### src/rtl/uart_tx_framer_pkg.sv
// Shared UART constants and frame-state encoding; the receiver imports the same
// package so both directions agree on timing and legal frame lengths.
package uart_tx_framer_pkg;

  localparam int CLKS_PER_BIT_DEF = 32;
  localparam int FRAME_LEN_MIN    = 5;
  localparam int FRAME_LEN_MAX    = 8;

  typedef enum logic [2:0] {
    ST_IDLE   = 3'd0,
    ST_START  = 3'd1,
    ST_DATA   = 3'd2,
    ST_PARITY = 3'd3,
    ST_STOP   = 3'd4
  } tx_state_e;

  // Out-of-range lengths fall back to a full byte rather than a malformed frame.
  function automatic logic [3:0] legal_frame_len(input logic [3:0] len);
    return ((len < 4'(FRAME_LEN_MIN)) || (len > 4'(FRAME_LEN_MAX)))
           ? 4'(FRAME_LEN_MAX) : len;
  endfunction

endpackage

### src/rtl/uart_baud_gen.sv
// Bit-period timer: counts 0..CLKS_PER_BIT-1 and pulses tick on the terminal count.
// clr restarts the period so every bit state gets a full CLKS_PER_BIT cycles.
module uart_baud_gen #(
  parameter int CLKS_PER_BIT = 32
) (
  input  logic clk,
  input  logic rst,
  input  logic clr,
  output logic tick
);

  localparam int            CW   = (CLKS_PER_BIT > 1) ? $clog2(CLKS_PER_BIT) : 1;
  localparam logic [CW-1:0] LAST = CW'(CLKS_PER_BIT - 1);

  logic [CW-1:0] r_cnt;

  always_ff @(posedge clk) begin
    if (rst || clr) begin
      r_cnt <= '0;
    end else if (r_cnt == LAST) begin
      r_cnt <= '0;
    end else begin
      r_cnt <= r_cnt + CW'(1);
    end
  end

  // Driven from the registered count only; clr is derived from tick upstream.
  assign tick = (r_cnt == LAST);

endmodule

### src/rtl/uart_tx_framer.sv
// UART transmitter: start bit, LSB-first data (5..8 bits), optional even parity, one stop.
// Frame format is captured at the handshake so register writes mid-frame only affect the next one.
module uart_tx_framer
  import uart_tx_framer_pkg::*;
#(
  parameter int CLKS_PER_BIT = CLKS_PER_BIT_DEF,
  parameter int DATA_W       = 8
) (
  input  logic              clk,
  input  logic              rst,
  input  logic [DATA_W-1:0] tx_data,
  input  logic              tx_valid,
  output logic              tx_ready,
  input  logic              parity_en,
  input  logic [3:0]        frame_len,
  output logic              Tx,
  output logic              busy,
  output logic [2:0]        debug_state
);

  localparam int BW = $clog2(DATA_W);

  tx_state_e         r_state;
  tx_state_e         w_state_nxt;
  logic [DATA_W-1:0] r_shift;
  logic [3:0]        r_len;
  logic              r_par_en;
  logic              r_par;
  logic [BW-1:0]     r_bit_cnt;

  logic w_accept;
  logic w_tick;
  logic w_baud_clr;
  logic w_last_bit;

  assign tx_ready    = (r_state == ST_IDLE) & ~rst;
  assign w_accept    = tx_valid & tx_ready;
  assign w_last_bit  = (r_bit_cnt == BW'(r_len - 4'd1));
  assign busy        = (r_state != ST_IDLE);
  assign debug_state = r_state;

  // Hold the timer at zero in IDLE and restart it on every state change.
  assign w_baud_clr  = (r_state == ST_IDLE) | (w_state_nxt != r_state);

  uart_baud_gen #(
    .CLKS_PER_BIT (CLKS_PER_BIT)
  ) u_baud (
    .clk  (clk),
    .rst  (rst),
    .clr  (w_baud_clr),
    .tick (w_tick)
  );

  always_ff @(posedge clk) begin
    if (rst) begin
      r_state <= ST_IDLE;
    end else begin
      r_state <= w_state_nxt;
    end
  end

  always_comb begin
    w_state_nxt = r_state;
    Tx          = 1'b1;
    unique case (r_state)
      ST_IDLE: begin
        if (w_accept) w_state_nxt = ST_START;
      end
      ST_START: begin
        Tx = 1'b0;
        if (w_tick) w_state_nxt = ST_DATA;
      end
      ST_DATA: begin
        Tx = r_shift[0];
        if (w_tick && w_last_bit) w_state_nxt = r_par_en ? ST_PARITY : ST_STOP;
      end
      ST_PARITY: begin
        Tx = r_par;
        if (w_tick) w_state_nxt = ST_STOP;
      end
      ST_STOP: begin
        if (w_tick) w_state_nxt = ST_IDLE;
      end
      default: begin
        w_state_nxt = ST_IDLE;
      end
    endcase
  end

  // Parity accumulates over the bits actually shifted out, so short frames
  // never pick up the unsent upper bits of the byte.
  always_ff @(posedge clk) begin
    if (rst) begin
      r_shift   <= '0;
      r_len     <= 4'(FRAME_LEN_MAX);
      r_par_en  <= 1'b0;
      r_par     <= 1'b0;
      r_bit_cnt <= '0;
    end else if (w_accept) begin
      r_shift   <= tx_data;
      r_len     <= legal_frame_len(frame_len);
      r_par_en  <= parity_en;
      r_par     <= 1'b0;
      r_bit_cnt <= '0;
    end else if ((r_state == ST_DATA) && w_tick) begin
      r_shift <= r_shift >> 1;
      r_par   <= r_par ^ r_shift[0];
      if (!w_last_bit) r_bit_cnt <= r_bit_cnt + BW'(1);
    end
  end

endmodule

### config.mk
export PLATFORM = sky130hd
export DESIGN_NAME = uart_tx_framer
export DESIGN_NICKNAME = d
export VERILOG_FILES = /design/src/rtl/uart_tx_framer_pkg.sv /design/src/rtl/uart_baud_gen.sv /design/src/rtl/uart_tx_framer.sv
export SDC_FILE = /design/constraint.sdc
export NUM_CORES = 1
export LEC_CHECK = 0
export ABC_AREA = 1
export CAP_MARGIN = 20
export CORE_MARGIN = 3
export CORE_UTILIZATION = 45
export DETAILED_ROUTE_END_ITERATION = 10
export PLACE_DENSITY = 0.73
export SYNTH_ARGS = -nofsm -noshare
export SYNTH_HDL_FRONTEND = slang
export SYNTH_SLANG_ARGS = --single-unit
### constraint.sdc
create_clock -name clk -period 1.8 [get_ports clk]
set_clock_uncertainty 0.2 [all_clocks]
set_input_delay 0.18 -clock clk [delete_from_list [all_inputs] [get_ports clk]]
set_output_delay 0.18 -clock clk [all_outputs]
set_load 0.01 [all_outputs]
==> results_dict.tcl, run 1 <==
set metrics [dict create \
    finalSetupViolCount 0 \
    drive_gt1_frac 0.231 \
    finalCritPeriodShare 0.999 \
    synth_nets 184 \
    synth_area_leaders "dfxtp_1 41%, nand2_1 15%, inv_1 7.8%" \
    synth-seq-cells 24 \
    grtUsageTotal 0.154 \
    grt_pass1_vias 1007 \
    floorplan.initialDensity 0.501 \
    path_class "reg -> reg" \
    synthTopCellsByCount "45 x nand2_1, 24 x dfxtp_1, 24 x inv_1" \
    cp_data_required_time_ns 1.86 \
    yosysUniqueCellTypes 23 \
    clk_latency_ns 0.31 \
    port-buffer-count 21 \
    leakagePower_nw 0.656 \
    die_h_um 56.8 \
    hold_path_class "in -> reg" \
    grt.overflow.total 0 \
    critPathCaptureType "flip-flop" \
    start_kind "flip-flop" \
    postSynthAreaPerCell_um2 7.08 \
    diodes 0 \
    cap_viol_max_count 0 \
    tritoncts "yes" \
    die_x_um 56.8 \
    cts_hold_buffers 0 \
    grt_max_degree 17 \
    die_area_um2 3230 \
    synth_top_area_share 0.414 \
    drv_slew 0 \
    rsz0062_at_grt "yes" \
    grt_pass1_wl_um 3990 \
    finalSetupTns_ns 0 \
    power_density_nw_per_um2 588 \
    wl_um 2520 \
    yosys.area.top_type "dfxtp_1" \
    fmax_ghz 0.556 \
    cts-buffers-inserted 3 \
    synthCells 164 \
    relSlewSlack 0.829 \
    place_hpwl_um 1910 \
    fin_nets 217 \
    dr.pass1.iters 4 \
    placement_rows 17 \
    vias_per_cell 5.09 \
    clockRootBuffer "clkbuf_4" \
    synth_warnings 0 \
    place.gp.congestion 0.801 \
    clock_sinks 24 \
    io_pins 22 \
    wl_per_cell_um 11.3 \
    fin_hold_ws_ns 0.226 \
    synthToLayoutAreaGrowth_pct 33.9 \
    synth-edff-count 0 \
    antenna_found_initial 0 \
    hold_viol 0 \
    cts_buffer_depth 2 \
    ant_nets 0 \
    clk_pin_slew_ns 0.13 \
    cts-htree-levels 1 \
    drc_errors 0 \
    arrival_ns 1.85 \
    crit_path_max_fanout 5 \
    ys_seq_area_frac 0.414 \
    synth_most_common_cell "nand2_1" \
    ir_drop_mv 0.530 \
    core_um2 2320 \
    tightest_slew_ns 0.256 \
    status "complete, no violations" \
    async_flop_share 0 \
    vias 1135 \
    synth_area_um2 1160 \
    synthFlopType "dfxtp_1" \
    period_minus_slack_ns 1.80 \
    drt_iter0_drc 25 \
]
-- flip-flops by register name, indices dropped and copies added (netlist names) --
name and cells:
r_shift 8, r_par_en 1, r_len 3, r_par 1
debug_state 3, r_bit_cnt 3, u_baud.r_cnt 5
-- final cells by class --
class,instances,area (um^2)
clock buffer,3,22.5
fill,201,763
inverter,26,97.6
multi-input combinational,111,627
sequential,24,492
tap,28,35.0
timing repair buffer,31,282
-- repair_timing --
item	4_1_cts	5_1_grt
setup buffers	0	2
pin swaps	1	11
gates resized for setup	10	23
setup endpoints to repair	20	22
-- layout by cell type (no fill, tap or decap), drive strengths merged --
| cell type | instances |
|---|---|
| dlymetal6s2s | 1 |
| a31oi | 9 |
| ha | 4 |
| nand4 | 3 |
| dfxtp | 24 |
| inv | 26 |
| o21ai | 4 |
| nor3 | 2 |
| xor2 | 3 |
| nor2 | 21 |
| and3 | 1 |
| nand3 | 8 |
| xnor2 | 1 |
| dlygate4sd2 | 1 |
| clkdlybuf4s50 | 18 |
| nand2 | 47 |
| clkbuf | 4 |
| a21oi | 8 |
| buf | 10 |
-- path summary, 6_finish.rpt --
| check | start | end | slack, ns | depth (start not counted) |
|---|---|---|---|---|
| setup / recovery | r_len[1] | u_baud.r_cnt[1] | 0.002 | 11 |
| hold / removal | tx_data[7] | r_shift[7] | 0.23 | 3 |
| setup reg to reg | r_len[1] | u_baud.r_cnt[1] | 0.002 | 11 |
| hold reg to reg | r_shift[1] | r_shift[1] | 0.29 | 2 |
-- worst max-delay path: stages (launching register included) --
cell and delay (ns):
dfxtp_2 0.36, inv_2 0.05, ha_4 0.23, nand2_2 0.06, inv_2 0.05, nor2_4 0.09, nand2_2 0.07, nor2_4 0.16
nand4_1 0.15, nand3_1 0.13, nand2_2 0.09, nor2_1 0.10
-- metal layers --
layer  vias up  routed length, um  GRT usage
met5         -                  0          0
met4         0                 19     0.0762
met3         2                101     0.0207
met2        29               1270      0.272
met1       522               1120      0.178
li1        582                  -          -
-- logic make-up after synthesis --
| family | share of synthesized area |
|---|---|
| AND/OR/NAND/NOR | 0.313 |
| buffers and inverters | 0.100 |
| flip-flops | 0.414 |
| AO/OA/AOI/OAI | 0.100 |
| XOR/XNOR | 0.0302 |
| adder cells (fa/ha/maj) | 0.0431 |
-- per-stage QoR --
stage	utilization	worst slack [ns]	cell area, um^2	total power [mW]	instances
4_1_cts	0.639	0.00188	1480	0.920	221
5_1_grt	0.671	-0.111	1560	0.954	223
6_report	0.671	0.00192	1560	0.914	223
3_5_place_dp	0.624	-0.0400	1450	0.691	218
2_1_floorplan	-	0.0450	1160	0.630	164
3_3_place_gp	0.624	0.0233	1450	0.687	218
-- power breakdown --
part	total (mW)	internal, mW	leakage (nW)	switching [mW]
Clock	0.234	0.0782	0.0138	0.156
Sequential	0.557	0.546	0.198	0.0109
Combinational	0.123	0.0627	0.444	0.0603
Total	0.914	0.687	0.656	0.227
(Power assumes the default switching activity.)
==> run 2: changes to the inputs <==
CTS_CLUSTER_SIZE = 8   (was not set)
==> results of run 2 <==
Final layout, timing and power as in run 1 (identical DEF).
==> run 3: changes to the inputs <==
PLACE_DENSITY = 0.8   (was 0.73)
==> run 3 against run 2 <==
  * The flow now finishes with violations (negative setup slack)
  * Power rose by 5.9%
  * Die area unchanged
  * Maximum frequency down 0.26%
  * Register-to-register slack about the same
  * Routed wire length up 2.3%
  * Sequential power about the same
  * Non-clock buffer count up 1
  * Sequential share of layout area shrank 1.1 points
  * Clock-buffer cell count rose by 1
  * Combinational power grew 7%
  * Critical endpoint is now u_baud.r_cnt[0]
  * Largest cell class unchanged
  * Highest routed layer unchanged
==> results_dict.tcl, run 3 (same netlist as run 1, synthesis figures left out) <==
set metrics [dict create \
    grt_pass1_wl_um 4100 \
    place.gp.congestion 0.766 \
    wl_per_cell_um 11.4 \
    synthToLayoutAreaGrowth_pct 38.9 \
    largestRegisters "r_shift: 8 flops, u_baud.r_cnt: 5 flops" \
    arrival_ns 1.86 \
    rsz0062_at_grt "yes" \
    vias 1090 \
    cts_hold_buffers 0 \
    power_density_nw_per_um2 600 \
    cap_viol_max_count 0 \
    grtUsageTotal 0.160 \
    drive_gt1_frac 0.269 \
    instances_no_fill 225 \
    period_minus_slack_ns 1.80 \
    die_h_um 56.8 \
    clock_sinks 24 \
    place_hpwl_um 1850 \
    placement_rows 17 \
    crit_path_max_fanout 5 \
    clockRootBuffer "clkbuf_4" \
    port-buffer-count 21 \
    path_class "reg -> reg" \
    final_cell_mix "41 x nand2_1, 18 x inv_1, 18 x clkdlybuf4s50_1" \
    cts_buffer_depth 2 \
    start_kind "flip-flop" \
    floorplan.initialDensity 0.501 \
    die_x_um 56.8 \
    grt.overflow.total 0 \
    relSlewSlack 0.840 \
    clk_pin_slew_ns 0.12 \
    fmax_ghz 0.555 \
    top_register "r_shift" \
    tritoncts "yes" \
    violations "negative setup slack" \
    hold_viol 0 \
    leakagePower_nw 0.696 \
    hold_path_class "in -> reg" \
    io_pins 22 \
    power_uw 967 \
    cp_data_required_time_ns 1.85 \
    core_um2 2320 \
    drc_errors 0 \
    vias_per_cell 4.84 \
    critPathCaptureType "flip-flop" \
    antenna_found_initial 0 \
    final_common_cell "nand2_1" \
    status "complete, but fails checks" \
    pre_cts_slack_ns -0.0714 \
    place_inst 218 \
    die_area_um2 3230 \
    finalSetupViolCount 1 \
    drt_iter0_drc 30 \
    finalSetupTns_ns -0.00273 \
    grt_pass1_vias 998 \
    diodes 0 \
    dr.pass1.iters 4 \
    dpl_cell_area_um2 1450 \
    cts-buffers-inserted 3 \
    finalCritPeriodShare 1.00 \
    fin_nets 218 \
    drv_slew 0 \
    largest_reg_flops 8 \
    ant_nets 0 \
    timing.final.ws_setup_ns -0.00273 \
    tightest_slew_ns 0.239 \
    ir_drop_mv 0.465 \
    cts-htree-levels 1 \
    clk_latency_ns 0.31 \
    wl_um 2570 \
    grt_max_degree 17 \
    design_area_um2 1610 \
]
==> run 3: changes by cell type in the layout (fill, tap and decap cells not counted), moves of 2 or more <==
cell / change
nand2_4: +2
buf_6: +2
nor2_4: -2
nor2_1: -2
nand3_2: +2
nor2_2: +4
nand3_1: -2
nand2_2: -2
==> run 3: routing by layer <==
layer,track usage,wire length (um),vias up,part of all wire
met2,0.276,1260,19,0.49
met3,0.0276,100,4,0.039
met5,0,0,-,0
met4,0.0695,36,0,0.014
li1,-,-,586,-
met1,0.194,1170,481,0.46
==> run 3: metrics by stage <==
stage / hold slack [ns] / util
final: 0.223 / 0.696
after floorplan: 0.0988 / -
after CTS: 0.208 / 0.650
after global placement: 0.232 / 0.624
after global routing: 0.217 / 0.696
after detailed placement: 0.259 / 0.624
==> run 3: power breakdown <==
part	internal [mW]	switching, mW	total, mW
registers	0.546	0.0126	0.559
clock network	0.124	0.154	0.277
logic	0.0672	0.0639	0.131
total	0.737	0.230	0.967
==> run 3: path summary, 6_finish.rpt <==
kind	from	endpoint	slack [ns]	cells past startpoint
setup / recovery	r_len[1]	u_baud.r_cnt[0]	-0.003	11
hold / removal	parity_en	r_par_en	0.22	3
setup reg to reg	r_len[1]	u_baud.r_cnt[0]	-0.003	11
hold reg to reg	r_shift[7]	r_shift[7]	0.29	2
==> run 3: timing repair <==
action                     4_1_cts  5_1_grt
pin swaps                        1       12
gates resized for setup         13       28
buffers inserted                 1        2
setup endpoints to repair       19       21
hold endpoints to repair         0        0
==> run 3: final cells by class <==
type | instances | area, um^2
Sequential cell | 24 | 492
Tap cell | 28 | 35.0
Inverter | 26 | 97.6
Multi-Input combinational cell | 111 | 656
Clock buffer | 4 | 36.3
Timing Repair Buffer | 32 | 297
Fill cell | 182 | 706
==> run 3: worst max-delay path, cell delays in order (launching register included) <==
cell,delay [ns]
dfxtp_2,0.36
inv_2,0.04
ha_4,0.23
nand2_2,0.06
inv_2,0.03
nor2_1,0.09
nand2_1,0.07
nor2_2,0.15
nand4_1,0.17
nand3_2,0.14
nand2_4,0.08
nor2_2,0.11
